<file path="src/rtl/usb_ep_fifo_pkg.sv">
// Shared definitions for the endpoint FIFO: pointer sizing and
// the fixed priorities between conflicting commands.
package usb_ep_fifo_pkg;

  localparam bit ABORT_OVER_COMMIT = 1'b1;
  localparam bit ACK_OVER_REWIND   = 1'b1;

  // One extra bit distinguishes full from empty.
  function automatic int ptr_w(input int log2_depth);
    return log2_depth + 1;
  endfunction

endpackage

</file>
<file path="src/rtl/usb_ep_fifo_ram.sv">
// Simple dual-port RAM with a registered read port.
// A read strobe gates the output register so held data persists.
module usb_ep_fifo_ram #(
  parameter int WIDTH = 8,
  parameter int AW    = 9
) (
  input  logic             clk,
  input  logic             we,
  input  logic [AW-1:0]    waddr,
  input  logic [WIDTH-1:0] wdata,
  input  logic             re,
  input  logic [AW-1:0]    raddr,
  output logic [WIDTH-1:0] rdata
);

  logic [WIDTH-1:0] mem [2**AW];
  logic [WIDTH-1:0] rdata_q;

  always_ff @(posedge clk) begin
    if (we) mem[waddr] <= wdata;
    if (re) rdata_q <= mem[raddr];
  end

  assign rdata = rdata_q;

endmodule

</file>
<file path="src/rtl/usb_ep_fifo.sv">
// Endpoint FIFO with speculative write (commit/abort) and
// speculative read (ack/rewind) pointer pairs.
module usb_ep_fifo
  import usb_ep_fifo_pkg::*;
#(
  parameter int WIDTH      = 8,
  parameter int LOG2_DEPTH = 9
) (
  input  logic                  clk,
  input  logic                  rst,
  input  logic [WIDTH-1:0]      wr_data,
  input  logic                  wr_ena,
  input  logic                  wr_commit,
  input  logic                  wr_abort,
  output logic                  wr_full,
  output logic [LOG2_DEPTH:0]   wr_space,
  output logic                  wr_ovf,
  output logic [WIDTH-1:0]      rd_data_1,
  input  logic                  rd_ena,
  input  logic                  rd_ack,
  input  logic                  rd_rewind,
  output logic                  rd_empty,
  output logic [LOG2_DEPTH:0]   rd_avail
);

  localparam int PW = ptr_w(LOG2_DEPTH);
  localparam logic [PW-1:0] DEPTH_P = {1'b1, {LOG2_DEPTH{1'b0}}};

  logic [PW-1:0] wp_spec_q, wp_spec_d;
  logic [PW-1:0] wp_cmt_q, wp_cmt_d;
  logic [PW-1:0] rp_spec_q, rp_spec_d;
  logic [PW-1:0] rp_ack_q, rp_ack_d;
  logic          full_q, full_d;
  logic          ovf_q, ovf_d;
  logic          empty_q, empty_d;
  logic [PW-1:0] space_q, space_d;
  logic [PW-1:0] avail_q, avail_d;
  logic [PW-1:0] used, avail;
  logic          wr_acc, rd_acc, cmt, rew;

  always_comb begin
    wr_acc = wr_ena && !full_q && !wr_abort;
    cmt    = wr_commit && !(ABORT_OVER_COMMIT && wr_abort);
    rd_acc = rd_ena && !empty_q && !rd_rewind;
    rew    = rd_rewind && !(ACK_OVER_REWIND && rd_ack);

    wp_spec_d = wp_spec_q + PW'(wr_acc);
    wp_cmt_d  = wp_cmt_q;
    if (wr_abort) wp_spec_d = wp_cmt_q;
    else if (cmt) wp_cmt_d = wp_spec_d;

    ovf_d = ovf_q;
    if (wr_ena && full_q) ovf_d = 1'b1;
    if (wr_abort || cmt) ovf_d = 1'b0;

    rp_spec_d = rp_spec_q + PW'(rd_acc);
    rp_ack_d  = rd_ack ? rp_spec_d : rp_ack_q;
    if (rew) rp_spec_d = rp_ack_q;

    // Levels are derived from next-state pointers, then registered.
    used    = wp_spec_d - rp_ack_d;
    avail   = wp_cmt_d - rp_spec_d;
    full_d  = (used == DEPTH_P);
    space_d = DEPTH_P - used;
    empty_d = (avail == '0);
    avail_d = avail;
  end

  always_ff @(posedge clk) begin
    if (rst) begin
      wp_spec_q <= '0;
      wp_cmt_q  <= '0;
      rp_spec_q <= '0;
      rp_ack_q  <= '0;
      full_q    <= 1'b0;
      ovf_q     <= 1'b0;
      empty_q   <= 1'b1;
      space_q   <= DEPTH_P;
      avail_q   <= '0;
    end else begin
      wp_spec_q <= wp_spec_d;
      wp_cmt_q  <= wp_cmt_d;
      rp_spec_q <= rp_spec_d;
      rp_ack_q  <= rp_ack_d;
      full_q    <= full_d;
      ovf_q     <= ovf_d;
      empty_q   <= empty_d;
      space_q   <= space_d;
      avail_q   <= avail_d;
    end
  end

  usb_ep_fifo_ram #(
    .WIDTH (WIDTH),
    .AW    (LOG2_DEPTH)
  ) u_ram (
    .clk   (clk),
    .we    (wr_acc && !rst),
    .waddr (wp_spec_q[LOG2_DEPTH-1:0]),
    .wdata (wr_data),
    .re    (rd_acc && !rst),
    .raddr (rp_spec_q[LOG2_DEPTH-1:0]),
    .rdata (rd_data_1)
  );

  assign wr_full  = full_q;
  assign wr_space = space_q;
  assign wr_ovf   = ovf_q;
  assign rd_empty = empty_q;
  assign rd_avail = avail_q;

endmodule

</file>
<file path="config.mk">
export PLATFORM = sky130hd
export DESIGN_NAME = usb_ep_fifo
export DESIGN_NICKNAME = d
export VERILOG_FILES = /design/src/rtl/usb_ep_fifo_pkg.sv /design/src/rtl/usb_ep_fifo_ram.sv /design/src/rtl/usb_ep_fifo.sv
export SDC_FILE = /design/constraint.sdc
export NUM_CORES = 2
export LEC_CHECK = 0
export BUFFER_PORTS_ARGS = -buffer_cell sky130_fd_sc_hd__buf_2
export CAP_MARGIN = 20
export CORE_UTILIZATION = 45
export CTS_CLUSTER_SIZE = 16
export DETAILED_ROUTE_END_ITERATION = 6
export RECOVER_POWER = 25
export SLEW_MARGIN = 10
export SYNTH_ARGS = -nofsm -noshare
export SYNTH_HDL_FRONTEND = slang
export SYNTH_HIERARCHICAL = 1
export SYNTH_SLANG_ARGS = --single-unit
</file>
<file path="constraint.sdc">
create_clock -name clk -period 5.35 [get_ports clk]
set_input_delay 0.535 -clock clk [delete_from_list [all_inputs] [get_ports clk]]
set_output_delay 0.535 -clock clk [all_outputs]
set_load 0.05 [all_outputs]
</file>
# Word level (Yosys, flattened, before mapping)
# Memory sizes are Yosys's and may differ from the RTL's. A register that Yosys moved wholly into a read port is not among the register bits.
# Cells that the tools add are included.
[classes]
n_reduce_logical = 18
n_mux = 7
add_sub_neg = 5
n_eq_ne = 1
[op_table]
columns = ["cell", "count"]
rows = [
  ["two-way mux 10 bit", 5],
  ["adder 10 x 1 -> 10 bit", 2],
  ["subtractor 10 bit", 2],
  ["equality test 10 bit (second input constant)", 1],
  ["zero test 10 bit", 1],
  ["subtractor 10 bit (first input constant)", 1],
  ["logical AND 1 bit", 9],
  ["zero test 1 bit", 6],
  ["two-way mux 1 bit", 2],
  ["OR reduction 2 bit", 1],
  ["logical OR 1 bit", 1],
]
[word_totals]
elab_cells = 41
input_bits = 16
ramBits = 4096
out_inout_bits = 31
n_memories = 1
ff_bits = 63
[memory_table]
columns = ["memory", "words", "width", "read_ports", "rd_clocked_by_memory_dff", "write_ports", "line_no", "source"]
rows = [
  ["u_ram.mem", 512, 8, 1, 1, 1, "usb_ep_fifo_ram.sv:16", "logic [WIDTH-1:0] mem [2**AW];"],
]

# Logic depth before layout (Yosys ltp)
[depth]
word_depth = 8
ltp_mapped = 15

# Modules after synthesis
# The synthesis kept the hierarchy.
[modules_own_cells]
columns = ["module", "cells_per_inst", "n_inst", "area_per_inst_um2"]
rows = [
  ["usb_ep_fifo_ram", 8030, 1, 160007.2],
  ["usb_ep_fifo", 378, 1, 3418.3],
]

# Worst setup path after synthesis
# No wires, ideal clock.
[synth_path]
path_kind = "in2reg"
startpoint = "input port wr_abort"
endpoint = "register space_q[9] (netlist: wr_space[9])"
path_buffers = 2
setup_time_ns = 0.115
required_ns = 5.235
setup_slack_ns = 1.322
cell_stages = 14
t_arrival_ns = 3.913
cell_sequence = "buf_1 nor3b_1 ha_1 nand3_1 xnor2_1 mux2_2 ha_1 clkbuf_1 o2111ai_1 a32oi_1 xor2_1 or3_1 or4_1 o21a_1"
[synth_between]
elab_chain_len = 6
[synth_rtl]
columns = ["element", "line_no", "source"]
rows = [
  ["from (decl)", "usb_ep_fifo.sv:14", "input logic wr_abort,"],
  ["zero test 1 bit", "usb_ep_fifo.sv:42", "wr_acc = wr_ena && !full_q && !wr_abort;"],
  ["logical AND 1 bit", "usb_ep_fifo.sv:42", ""],
  ["adder 10 x 1 -> 10 bit", "usb_ep_fifo.sv:47", "wp_spec_d = wp_spec_q + PW'(wr_acc);"],
  ["two-way mux 10 bit (*)", "usb_ep_fifo.sv:49", "if (wr_abort) wp_spec_d = wp_cmt_q;"],
  ["via wp_spec_d[3]", "usb_ep_fifo.sv:29", "logic [PW-1:0] wp_spec_q, wp_spec_d;"],
  ["subtractor 10 bit (*)", "usb_ep_fifo.sv:61", "used = wp_spec_d - rp_ack_d;"],
  ["subtractor 10 bit (*)", "usb_ep_fifo.sv:64", "space_d = DEPTH_P - used;"],
  ["to (signal assigned)", "usb_ep_fifo.sv:88", "space_q <= space_d;"],
  ["to (decl)", "usb_ep_fifo.sv:36", "logic [PW-1:0] space_q, space_d;"],
]
# The timed path passes the listed nets; every way through them passes the cells marked *.
# A chain may end at the register's enable or synchronous reset.

==> results.md <==
* Status: complete, but fails checks
* Failing checks: DRC, capacitance limit, slew limit
* Most frequent cells in the layout: edfxtp_1 (4104), mux2i_1 (808), mux4_2 (654), nor2_1 (647), clkbuf_16 (421)
* CP peak stage delay at 0.81 ns
* Seq cells post-synth at 4167
* R2R Path End: u_ram/rdata[4]
* Slew Limit Fails at 1459
* Worst path required time at 6.19 ns
* Post-Route WL at 424.6 mm
* Die width at 604.6 um
* Area grow syn2layout at 11.91%
* Syn Inst Count at 8408
* Worst-Skew Late Latency at 0.98 ns
* Row cnt at 220
* Layout cells sized above 1 at 17.55%
* Bufs on Longest Clock Path at 4
* WHS Endpoint: wp_spec_q[0]
* Initial Util at 45.36%
* Crit path time final at 4.753 ns
* Post-route clock skew at 0.05846 ns
* Global Route Usage Sum at 22.87%
* Vias/cell at 6.129
* Pwr dens at 370.5 nW/um^2
* EDFF count, synth at 4104
* Detailed Place HPWL at 252.7 mm
* Peak Freq at 210.4 MHz
* Clock Pin Slew Worst Setup and Hold Paths at 0.06 ns
* Depth of the most critical reg-to-reg path at 9
* Setup Crit Path Kind: register to register
* Post-synth cell types at 71
* Placer congestion estimate at 0.9176
* Synth Cell Area at 163400 um^2
* Die H at 604.6 um
* DIE AREA at 365600 um^2
* Total power at 0.06776 W
* Cts bufs inserted at 413
* Syn Nets at 8450
* Setup_tns at 0 ns
* Startpoint Class: register
* Finish-stage setup viols at 0
* WL per Instance at 31.01 um
* H-tree levels at 5
* Area of the core at 360300 um^2
* Layout Utilization at 50.76%
* Clock Sinks at 4167
* Commonest non-fill, non-tap cell in the layout: edfxtp_1
* MaxCap Viol Count at 13
* R2R Setup Slk at 0.60 ns
* DRC Markers at 1
* Hold Path Class: input port to register
* Setup repair after global routing missed its margin: false
* Synth warn at 6
* Remaining Overflow, GRT at 0
* Number of setup buffers added after CTS at 0
* I/O Pins at 47
* CTS Root Cell: clkbuf_16
* Vias in the first global route at 83660
* Top_reg_cell synth: edfxtp_1
* Final period util at 88.84%
* Post-Synthesis Mean Instance Area at 19.44 um^2
* Critical path's most frequent cell: buf_12
* Fin. Hold Viols at 0
* Hold Crit Start: wr_abort
* Area after DPL at 169400 um^2
* I/O Buffers at 46
* CP max-delay cell: o21ai_0
* Pleak at 54.28 nW
* Vias at 83900
* Worst flop-to-flop path startpoint: rp_spec_q[0]
* Maximum vdd drop at 0.0002968 V
* Seq/Total Area, Yosys at 76.18%
* Slew headroom at -220.2%
* Initial antenna violation count at 11
* Hold Path Stages at 3
* CTS tree: yes
* Fin area at 182900 um^2
* Largest net degree at the start of global routing at 193
* Post-route ant nets at 0
* Crit-path cells: buf_12 -> buf_12 -> mux2i_1 -> o221ai_1 -> a21oi_1 -> nor2_1 -> nand3_1 -> o21ai_0 -> o2111a_1
* Asr flop ratio synth at 0%
* Crit path max fanout at 123
* First-pass DRT Iterations at 7
* Initial DRC count at 10040
* WP data arrival at 5.59 ns
* Net total in the final layout at 8616
* CP endpoint kind: register
* First-pass GRT wire length at 605.4 mm
* Worst-margin pin slew at 4.803 ns
-- final cells by class --
class,instances,area (um^2)
fillers,28450,177400
flip-flops and latches,4167,124500
multi-input cells,3700,36080
clock buffers,512,10940
well taps,4773,5972
repair buffers,276,2675
clock inverters,240,2633
inverters,16,67.56
diodes,5,12.51
-- report_power, final --
part           internal, W  leakage, nW  switching [W]  total, W
sequential          0.0359         37.4      0.0000397    0.0360
clock               0.0170         6.65         0.0121    0.0291
combinational     0.000852         10.2        0.00181   0.00266
-- synth_stat cells, drive strengths merged, types with 7 or more instances --
cell    instances  area [um^2]
xnor2          25        219.0
a211oi         18        135.1
nand3          48        240.2
nor4           41        262.8
and2           43        269.0
or3             8        50.05
inv            16        60.06
mux2i         808         8088
nand2         129        486.7
edfxtp       4104       123200
nor2b          10        62.56
mux2           15        168.9
xor2           16        140.1
buf           250         1959
nor3          114        570.6
dfxtp          63         1261
o21ai         133        665.6
nor3b          10        75.07
o2111a          8        90.09
a21oi         208         1052
nor2          649         2436
o221ai        372         3264
mux4          654        14730
ha             24        300.3
o22ai         164         1026
a22oi          61        457.9
o41ai           8        70.07
nand4          41        256.5
o31ai          14        105.1
clkbuf        275         1032
o311ai          7        61.31
-- metal layers --
layer / wire length, um / up-vias / GRT usage (%)
li1: - / 35130 / -
met1: 173500 / 44540 / 31.83
met2: 201400 / 3622 / 36.41
met3: 35950 / 606 / 4.704
met4: 13550 / 4 / 6.983
met5: 163 / - / 0.3266
-- worst max path at each step --
| stage | start | to | slack, ns |
|---|---|---|---|
| after global placement | rp_spec_q[0] | u_ram/rdata[5] | 0.74 |
| after detailed placement | rp_spec_q[0] | u_ram/rdata[7] | 0.85 |
| after floorplan | wr_abort | wr_space[9] | 1.32 |
| final | rp_spec_q[0] | u_ram/rdata[4] | 0.60 |
| after global routing | wr_data[1] | u_ram/mem[455][1] | 0.33 |
| after CTS | rp_spec_q[0] | u_ram/rdata[7] | 0.79 |
-- flip-flops by register name, summed over array words and instances, names as in the netlist --
| signal | count |
|---|---|
| u_ram/mem | 4096 |
| wr_ovf | 1 |
| u_ram/rdata | 8 |
| rd_avail | 10 |
| rp_spec_q | 10 |
| rd_empty | 1 |
| wp_cmt_q | 10 |
| rp_ack_q | 10 |
| wr_space | 10 |
| wp_spec_q | 10 |
| wr_full | 1 |
-- through the flow --
step	hold slack, ns	std cells	setup WS [ns]
floorplan	0.4724	8408	1.322
global placement	0.5007	12920	0.7380
detailed placement	0.4982	12920	0.8477
CTS	0.003135	13680	0.7872
global route	0.07355	13690	0.3335
finish	0.06793	13690	0.5971
-- cells by family (layout without fill, tap and decap cells) --
kind of cell / count (synthesis) / count (layout) / share of synthesized area, %
AO/OA/AOI/OAI: 1034 / 1034 / 4.446
XOR/XNOR: 41 / 41 / 0.2197
adder cells (fa/ha/maj): 26 / 26 / 0.2082
buffers and inverters: 541 / 1044 / 1.867
flip-flops: 4167 / 4167 / 76.18
multiplexers: 1477 / 1477 / 14.07
other: 0 / 5 / 0
AND/OR/NAND/NOR: 1122 / 1122 / 3.013
-- what timing repair did --
action / 4_1_cts / 5_1_grt
gates resized for setup: 0 / 0
hold endpoints to repair: 136 / 0
hold buffers: 8 / 0
-- worst max-delay path: cells and delay by family (launching register included) --
kind	cells	cell delay [ns]
flops	1	0.71
compound gates	4	1.62
simple gates	2	0.85
mux	1	0.19
buf+inv	2	0.97
No activity file was read; power rests on OpenSTA's default activity.
